[config.mk]
export PLATFORM = sky130hd
export DESIGN_NAME = snake_tick_rx
export DESIGN_NICKNAME = d
export VERILOG_FILES = /design/src/rtl/snake_pkg.sv /design/src/rtl/tick_edge_rx.sv /design/src/rtl/snake_tick_rx.sv
export SDC_FILE = /design/constraint.sdc
export NUM_CORES = 1
export LEC_CHECK = 0
export ABC_AREA = 1
export BUFFER_PORTS_ARGS = -buffer_cell sky130_fd_sc_hd__buf_2
export CAP_MARGIN = 25
export CORE_MARGIN = 3
export CORE_UTILIZATION = 35
export DETAILED_ROUTE_END_ITERATION = 10
export GPL_TIMING_DRIVEN = 1
export SYNTH_ARGS = -nofsm -noshare
export SYNTH_HDL_FRONTEND = slang
export SYNTH_SLANG_ARGS = --single-unit
[constraint.sdc]
create_clock -name clk -period 2 [get_ports clk]
set_clock_uncertainty 0.1 [all_clocks]
set_input_delay 0.2 -clock clk [delete_from_list [all_inputs] [get_ports clk]]
set_output_delay 0.2 -clock clk [all_outputs]
set_load 0.02 [all_outputs]
[src/rtl/snake_pkg.sv]
// snake_pkg: shared defaults and synchronizer depth bounds for the tick receiver
package snake_pkg;
    localparam int PERIOD_W_DEF = 24;
    localparam logic [23:0] LOST_LIMIT_DEF = 24'd5_000_000;
    localparam int SYNC_MIN = 2;
    localparam int SYNC_MAX = 4;
endpackage

[src/rtl/tick_edge_rx.sv]
// tick_edge_rx: multi-flop synchronizer, prev register and enable-gated rising-edge strobe
module tick_edge_rx #(
    parameter int SYNC_STAGES = 2
) (
    input  logic clk,
    input  logic rst,
    input  logic async_in,
    input  logic enable,
    output logic level,
    output logic tick
);
    logic [SYNC_STAGES-1:0] sync;
    logic prev;
    always_ff @(posedge clk or negedge rst) begin
        if (!rst) begin
            sync <= '0;
            prev <= 1'b0;
        end else begin
            sync <= {sync[SYNC_STAGES-2:0], async_in};
            prev <= sync[SYNC_STAGES-1];
        end
    end
    assign level = sync[SYNC_STAGES-1];
    assign tick  = enable & level & ~prev;
endmodule

[src/rtl/snake_tick_rx.sv]
// snake_tick_rx: divider clock receiver with tick strobes, fast period measurement and
// optional stall watchdog (enabled by defining SNAKE_TICK_WATCHDOG_EN)
module snake_tick_rx
    import snake_pkg::*;
#(
    parameter int          SYNC_STAGES = 2,
    parameter int          PERIOD_W    = PERIOD_W_DEF,
    parameter logic [23:0] LOST_LIMIT  = LOST_LIMIT_DEF
) (
    input  logic                clk,
    input  logic                rst,
    input  logic                fast_clk_in,
    input  logic                blink_clk_in,
    output logic                fast_tick,
    output logic                blink_tick,
    output logic                blink_level,
    output logic [PERIOD_W-1:0] fast_period,
    output logic                period_valid,
    output logic                fast_lost
);
    localparam int S = SYNC_STAGES < SYNC_MIN ? SYNC_MIN : SYNC_STAGES > SYNC_MAX ? SYNC_MAX : SYNC_STAGES;
    localparam logic [2:0] WARM_END = 3'(S + 1);
    logic [2:0] warm;
    logic warm_done;
    logic fast_level_unused;
    logic [PERIOD_W-1:0] cnt;
    logic seen;
    assign warm_done = (warm == WARM_END);
    always_ff @(posedge clk or negedge rst) begin
        if (!rst) warm <= '0;
        else if (!warm_done) warm <= warm + 3'd1;
    end
    tick_edge_rx #(.SYNC_STAGES(S)) u_fast (
        .clk(clk), .rst(rst), .async_in(fast_clk_in), .enable(warm_done),
        .level(fast_level_unused), .tick(fast_tick)
    );
    tick_edge_rx #(.SYNC_STAGES(S)) u_blink (
        .clk(clk), .rst(rst), .async_in(blink_clk_in), .enable(warm_done),
        .level(blink_level), .tick(blink_tick)
    );
    // first tick only arms the measurement; later ticks publish cnt+1, saturating
    always_ff @(posedge clk or negedge rst) begin
        if (!rst) begin
            cnt          <= '0;
            fast_period  <= '0;
            period_valid <= 1'b0;
            seen         <= 1'b0;
        end else if (fast_tick) begin
            cnt  <= '0;
            seen <= 1'b1;
            if (seen) begin
                fast_period  <= &cnt ? cnt : cnt + 1'b1;
                period_valid <= 1'b1;
            end
        end else if (!(&cnt)) begin
            cnt <= cnt + 1'b1;
        end
    end
`ifdef SNAKE_TICK_WATCHDOG_EN
    localparam int unsigned LIM = 32'(LOST_LIMIT);
    always_ff @(posedge clk or negedge rst) begin
        if (!rst) fast_lost <= 1'b0;
        else if (fast_tick) fast_lost <= 1'b0;
        else if (warm_done && 32'(cnt) >= LIM) fast_lost <= 1'b1;
    end
`else
    assign fast_lost = 1'b0;
`endif
endmodule
Yosys cells after proc, flatten, opt, wreduce, memory -nomap -nowiden

Cells that the tools add are included.

Muxes and demuxes: 2
Add/subtract/negate cells: 2
Reductions and logical operators: 2
Bitwise gates (word level): 6
Equal/unequal tests: 1

Operator list:

| operator                                                              | count |
|---|---|
| 24-bit two-way mux                                                    | 2 |
| 24-bit by 1-bit adder with 24-bit output, second input constant       | 1 |
| 24-bit AND reduction                                                  | 1 |
| 1-bit bitwise AND                                                     | 4 |
| 3-bit by 1-bit adder with 3-bit output, second input constant         | 1 |
| 3-bit by 2-bit equality test with 1-bit output, second input constant | 1 |
| 1-bit NOT                                                             | 2 |
| 2-bit AND reduction                                                   | 1 |

Output and inout bits: 29
Input bits: 4
Register bits: 59
Word-level logic and storage cells: 22

Depth between registers and ports, before layout

Depth after elaboration: 4
Mapped depth: 10
Mapped depth without buffers: 10

By module

From an unflattened synthesis, not the netlist that was laid out.

Cell total of the unflattened synthesis: 356
Area total of the unflattened synthesis: 2820.2 µm²

Modules (own cells, without submodules):

| module        | cells an instance | area each (µm²) | seq. area each (µm²) | times used |
|---|---|---|---|---|
| snake_tick_rx | 346               | 2650.0          | 1326.3               | 1 |
| tick_edge_rx  | 5                 | 85.1            | 75.1                 | 2 |

Worst setup path after synthesis

OpenSTA, ideal clock, no wires.

Kind: reg2reg
From: reg warm[0]
To: reg fast_period[13]
Slack: 261 ps
Path buffers: 1
Arrival time: 1523 ps
Period minus slack after synthesis: 1739 ps
Stages on the path, launching flop included: 11
Cell sequence: dfrtp_1 > ha_1 > ha_1 > inv_2 > nor3_4 > inv_2 > nor2_4 > inv_2 > buf_2 > nand2_1 > nand2_1

Cells in the longest elaborated chain, start to end: 4

Ends and longest elaborated chain:

| what                                           | line                | source |
|---|---|---|
| start, declared                                | snake_tick_rx.sv:23 | `logic [2:0] warm;` |
| start signal, assigned                         | snake_tick_rx.sv:31 | `else if (!warm_done) warm <= warm + 3'd1;` |
| 3-bit by 2-bit equality test with 1-bit output | snake_tick_rx.sv:28 | `assign warm_done = (warm == WARM_END);` |
| 1-bit bitwise AND (2 in series)                | tick_edge_rx.sv:24  | `assign tick = enable & level & ~prev;` |
| 2-bit AND reduction (no line)                  | -                   |  |
| end signal, assigned                           | snake_tick_rx.sv:52 | `fast_period <= &cnt ? cnt : cnt + 1'b1;` |
| end, declared                                  | snake_tick_rx.sv:17 | `output logic [PERIOD_W-1:0] fast_period,` |

No other way between the ends.
A chain may end at the register's enable or synchronous reset.

Final worst setup path

From: reg warm[0]
To: out fast_tick

Cells in the longest elaborated chain, start to end: 3

Ends and longest elaborated chain:

| what                                           | line                | source |
|---|---|---|
| 3-bit by 2-bit equality test with 1-bit output | snake_tick_rx.sv:28 |  |
| 1-bit bitwise AND (2 in series)                | tick_edge_rx.sv:24  |  |
| end, declared                                  | snake_tick_rx.sv:14 | `output logic fast_tick,` |

No other way between the ends.

==> results.py <==
metrics = {
    "clocking": {
        "clock-sinks": 59,
        "clockBufferDepth": 2,
        "root_buffer": "clkbuf_8",
        "insertion_delay_ns": 0.34,
        "path_clk_slew_ns": 0.07,
        "cts_tree": "built",
        "cts_buffers": 9,
        "htreeDepth": 3,
    },
    "floorplanning": {
        "initial_core_util": 0.368,
        "design.core.area_um2": 7930,
        "io_pins": 33,
        "fp.dieH_um": 97.3,
        "die_w_um": 97.3,
        "die-area_um2": 9480,
        "rows": 32,
    },
    "timing": {
        "finalSetupViolations": 0,
        "grt_setup_unrepaired": "false",
        "post-route-min-period_ns": 1.84,
        "whs_ns": 0.252,
        "finalWorstSetupSlack_ns": 0.158,
        "fmax_mhz": 543,
        "slew_viol_final": 0,
        "hold_violations": 0,
        "tns_ns": 0,
        "final.period_utilization": 0.921,
    },
    "detailed_routing": {
        "vias_per_cell": 4.54,
        "drcViolationCount": 0,
        "drtPass1Iterations": 4,
        "wl_um": 6920,
        "num_vias": 2381,
        "ant_nets": 0,
        "avgRoutedWirePerCell_um": 13.2,
        "drt_iter0_markers": 109,
    },
    "synth": {
        "ys_types": 26,
        "ys_seq_area_frac": 0.506,
        "syn-num-nets": 368,
        "ys_seq_elements": 59,
        "syn_area_um2": 2920,
        "yosysWarnings": 0,
        "yosys.area.top_type": "dfrtp_1",
        "synthTopCellsByArea": "dfrtp_1, nand2_1, inv_1",
        "synth_top_area_share": 0.506,
        "synthCells": 361,
        "avgSynthCellArea_um2": 8.09,
    },
    "run_status": {
        "outcome": "completed",
    },
    "pwr": {
        "p_leak_uw": 0.00185,
        "clockPowerShare": 0.401,
        "pwr-share-seq": 0.481,
        "peakVddDrop_mv": 0.329,
        "p_int_uw": 1970,
        "power_density_nw_per_um2": 774,
        "power.switching_uw": 782,
        "combPwrFrac": 0.118,
        "switching_share": 0.284,
    },
    "global_route": {
        "grt_pass1_vias": 2424,
        "grt_pass1_wl_um": 11800,
        "grt_max_degree": 24,
        "grt_overflow": 0,
        "antenna_found_initial": 0,
        "grt_use_total": 0.158,
    },
    "worst_setup_path": {
        "worstPathRequired_ns": 1.70,
        "reg2reg_to": "fast_period[10]$_DFFE_PN0P_",
        "worstPathMaxFanout": 4,
        "reg2reg_from": "cnt[1]$_DFF_PN0_",
        "reg2regPathDepth": 9,
        "worstPathArrival_ns": 1.54,
        "cp-end-kind": "output pin",
        "r2r_slack_ns": 0.17,
        "path_class": "reg -> out",
        "startpoint_type": "flop",
    },
    "finish": {
        "final_nets": 425,
        "fin_util": 0.448,
        "synthToLayoutAreaGrowth_pct": 21.7,
        "fill_cells": 797,
        "multiInputGateArea_um2": 1220,
        "register_area_um2": 1480,
        "drive_above_1_share": 0.215,
        "antennaDiodeCount": 0,
    },
    "min_path": {
        "hold_class": "in -> async",
    },
    "placed_design": {
        "dp_hpwl_um": 4950,
        "port_buffers": 31,
        "pre_cts_slack_ns": 0.149,
        "gp_congestion": 0.918,
    },
    "job": {
        "drv_cap": 0,
    },
}
-- repair_timing --
action / 4_1_cts / 5_1_grt
buffers inserted: 0 / 5
setup endpoints to repair: 0 / 20
endpoints found under the hold margin: 23 / 0
hold buffers: 3 / 0
resized for setup: 0 / 3
-- critical path, stage by stage (launching register included) --
cell and delay, ns:
dfrtp_1 0.37, ha_1 0.16, ha_1 0.17, inv_2 0.06, nor3_4 0.15, buf_6 0.14, buf_2 0.16
-- per-layer routing --
layer	part of all wire	vias up	global-route usage
li1	-	1236	-
met2	0.44	51	0.239
met5	0	-	0
met4	0.026	0	0.0671
met3	0.048	16	0.0467
met1	0.49	1078	0.210
-- cells in the final DEF (no fill, tap or decap), drive strengths merged --
master	count
nand4	5
xnor2	8
nor3	1
buf	53
clkbuf	9
a21oi	10
ha	3
nand3b	1
nor2	36
o21ai	6
dlygate4sd3	3
a31oi	2
conb	1
bufinv	1
inv	39
or2	2
o21a	5
dfrtp	59
nand3	33
clkinv	3
nand2	138
clkinvlp	3
and2	2
-- per-stage QoR --
stage	instances	area, um2	total power (uW)
2_1_floorplan	361	2920	1530
6_report	525	3550	2750
3_3_place_gp	501	3280	1660
4_1_cts	520	3510	2780
3_5_place_dp	501	3280	1660
5_1_grt	525	3550	2900
-- cell families (layout without fill, tap and decap cells) --
group           Yosys count  count (layout)  share of synthesized area
simple gates            218             218                      0.335
flops                    59              59                      0.506
buf+inv                  49             111                     0.0767
compound gates           23              23                     0.0446
xor+xnor                  8               8                     0.0240
fa+ha+maj                 3               3                     0.0129
other cells               1               1                    0.00128
-- state kept, by name (all words and copies together), names as in the netlist --
| signal | cells |
|---|---|
| cnt | 24 |
| u_blink.sync | 2 |
| period_valid | 1 |
| u_fast.sync | 2 |
| warm | 3 |
| seen | 1 |
| u_blink.prev | 1 |
| u_fast.prev | 1 |
| fast_period | 24 |
-- worst max-delay path by stage --
stage / startpoint / to / depth (start not counted)
floorplan: warm[0]$_DFFE_PN0P_ / fast_period[13]$_DFFE_PN0P_ / 10
global placement: cnt[1]$_DFF_PN0_ / fast_period[10]$_DFFE_PN0P_ / 9
detailed placement: warm[0]$_DFFE_PN0P_ / fast_period[17]$_DFFE_PN0P_ / 9
CTS: warm[0]$_DFFE_PN0P_ / fast_tick / 6
global route: warm[0]$_DFFE_PN0P_ / fast_tick / 6
finish: warm[0]$_DFFE_PN0P_ / fast_tick / 6
-- cell usage after synthesis (all sizes together) --
cell,number
a21oi,10
a31oi,2
and2,2
buf,9
clkbuf,1
conb,1
dfrtp,59
ha,3
inv,39
nand2,138
nand3,33
nand3b,1
nand4,5
nor2,36
nor3,1
o21a,5
o21ai,6
or2,2
xnor2,8
-- layout make-up --
class | instances | area share
clock buffers | 9 | 0.0348
clock inverters | 7 | 0.0222
inverters | 39 | 0.0419
multi-input cells | 253 | 0.343
flip-flops and latches | 59 | 0.415
well taps | 102 | 0.0359
repair buffers | 56 | 0.107
-- power by group through the flow --
| stage | logic (uW) | clock network, uW | registers [uW] |
|---|---|---|---|
| after global routing | 368 | 1200 | 1330 |
| final | 325 | 1100 | 1320 |
| after detailed placement | 316 | 0 | 1350 |
| after global placement | 313 | 0 | 1350 |
| after CTS | 322 | 1130 | 1330 |
| after floorplan | 152 | 0 | 1380 |
Note: power is estimated with default switching activity, not from simulation.
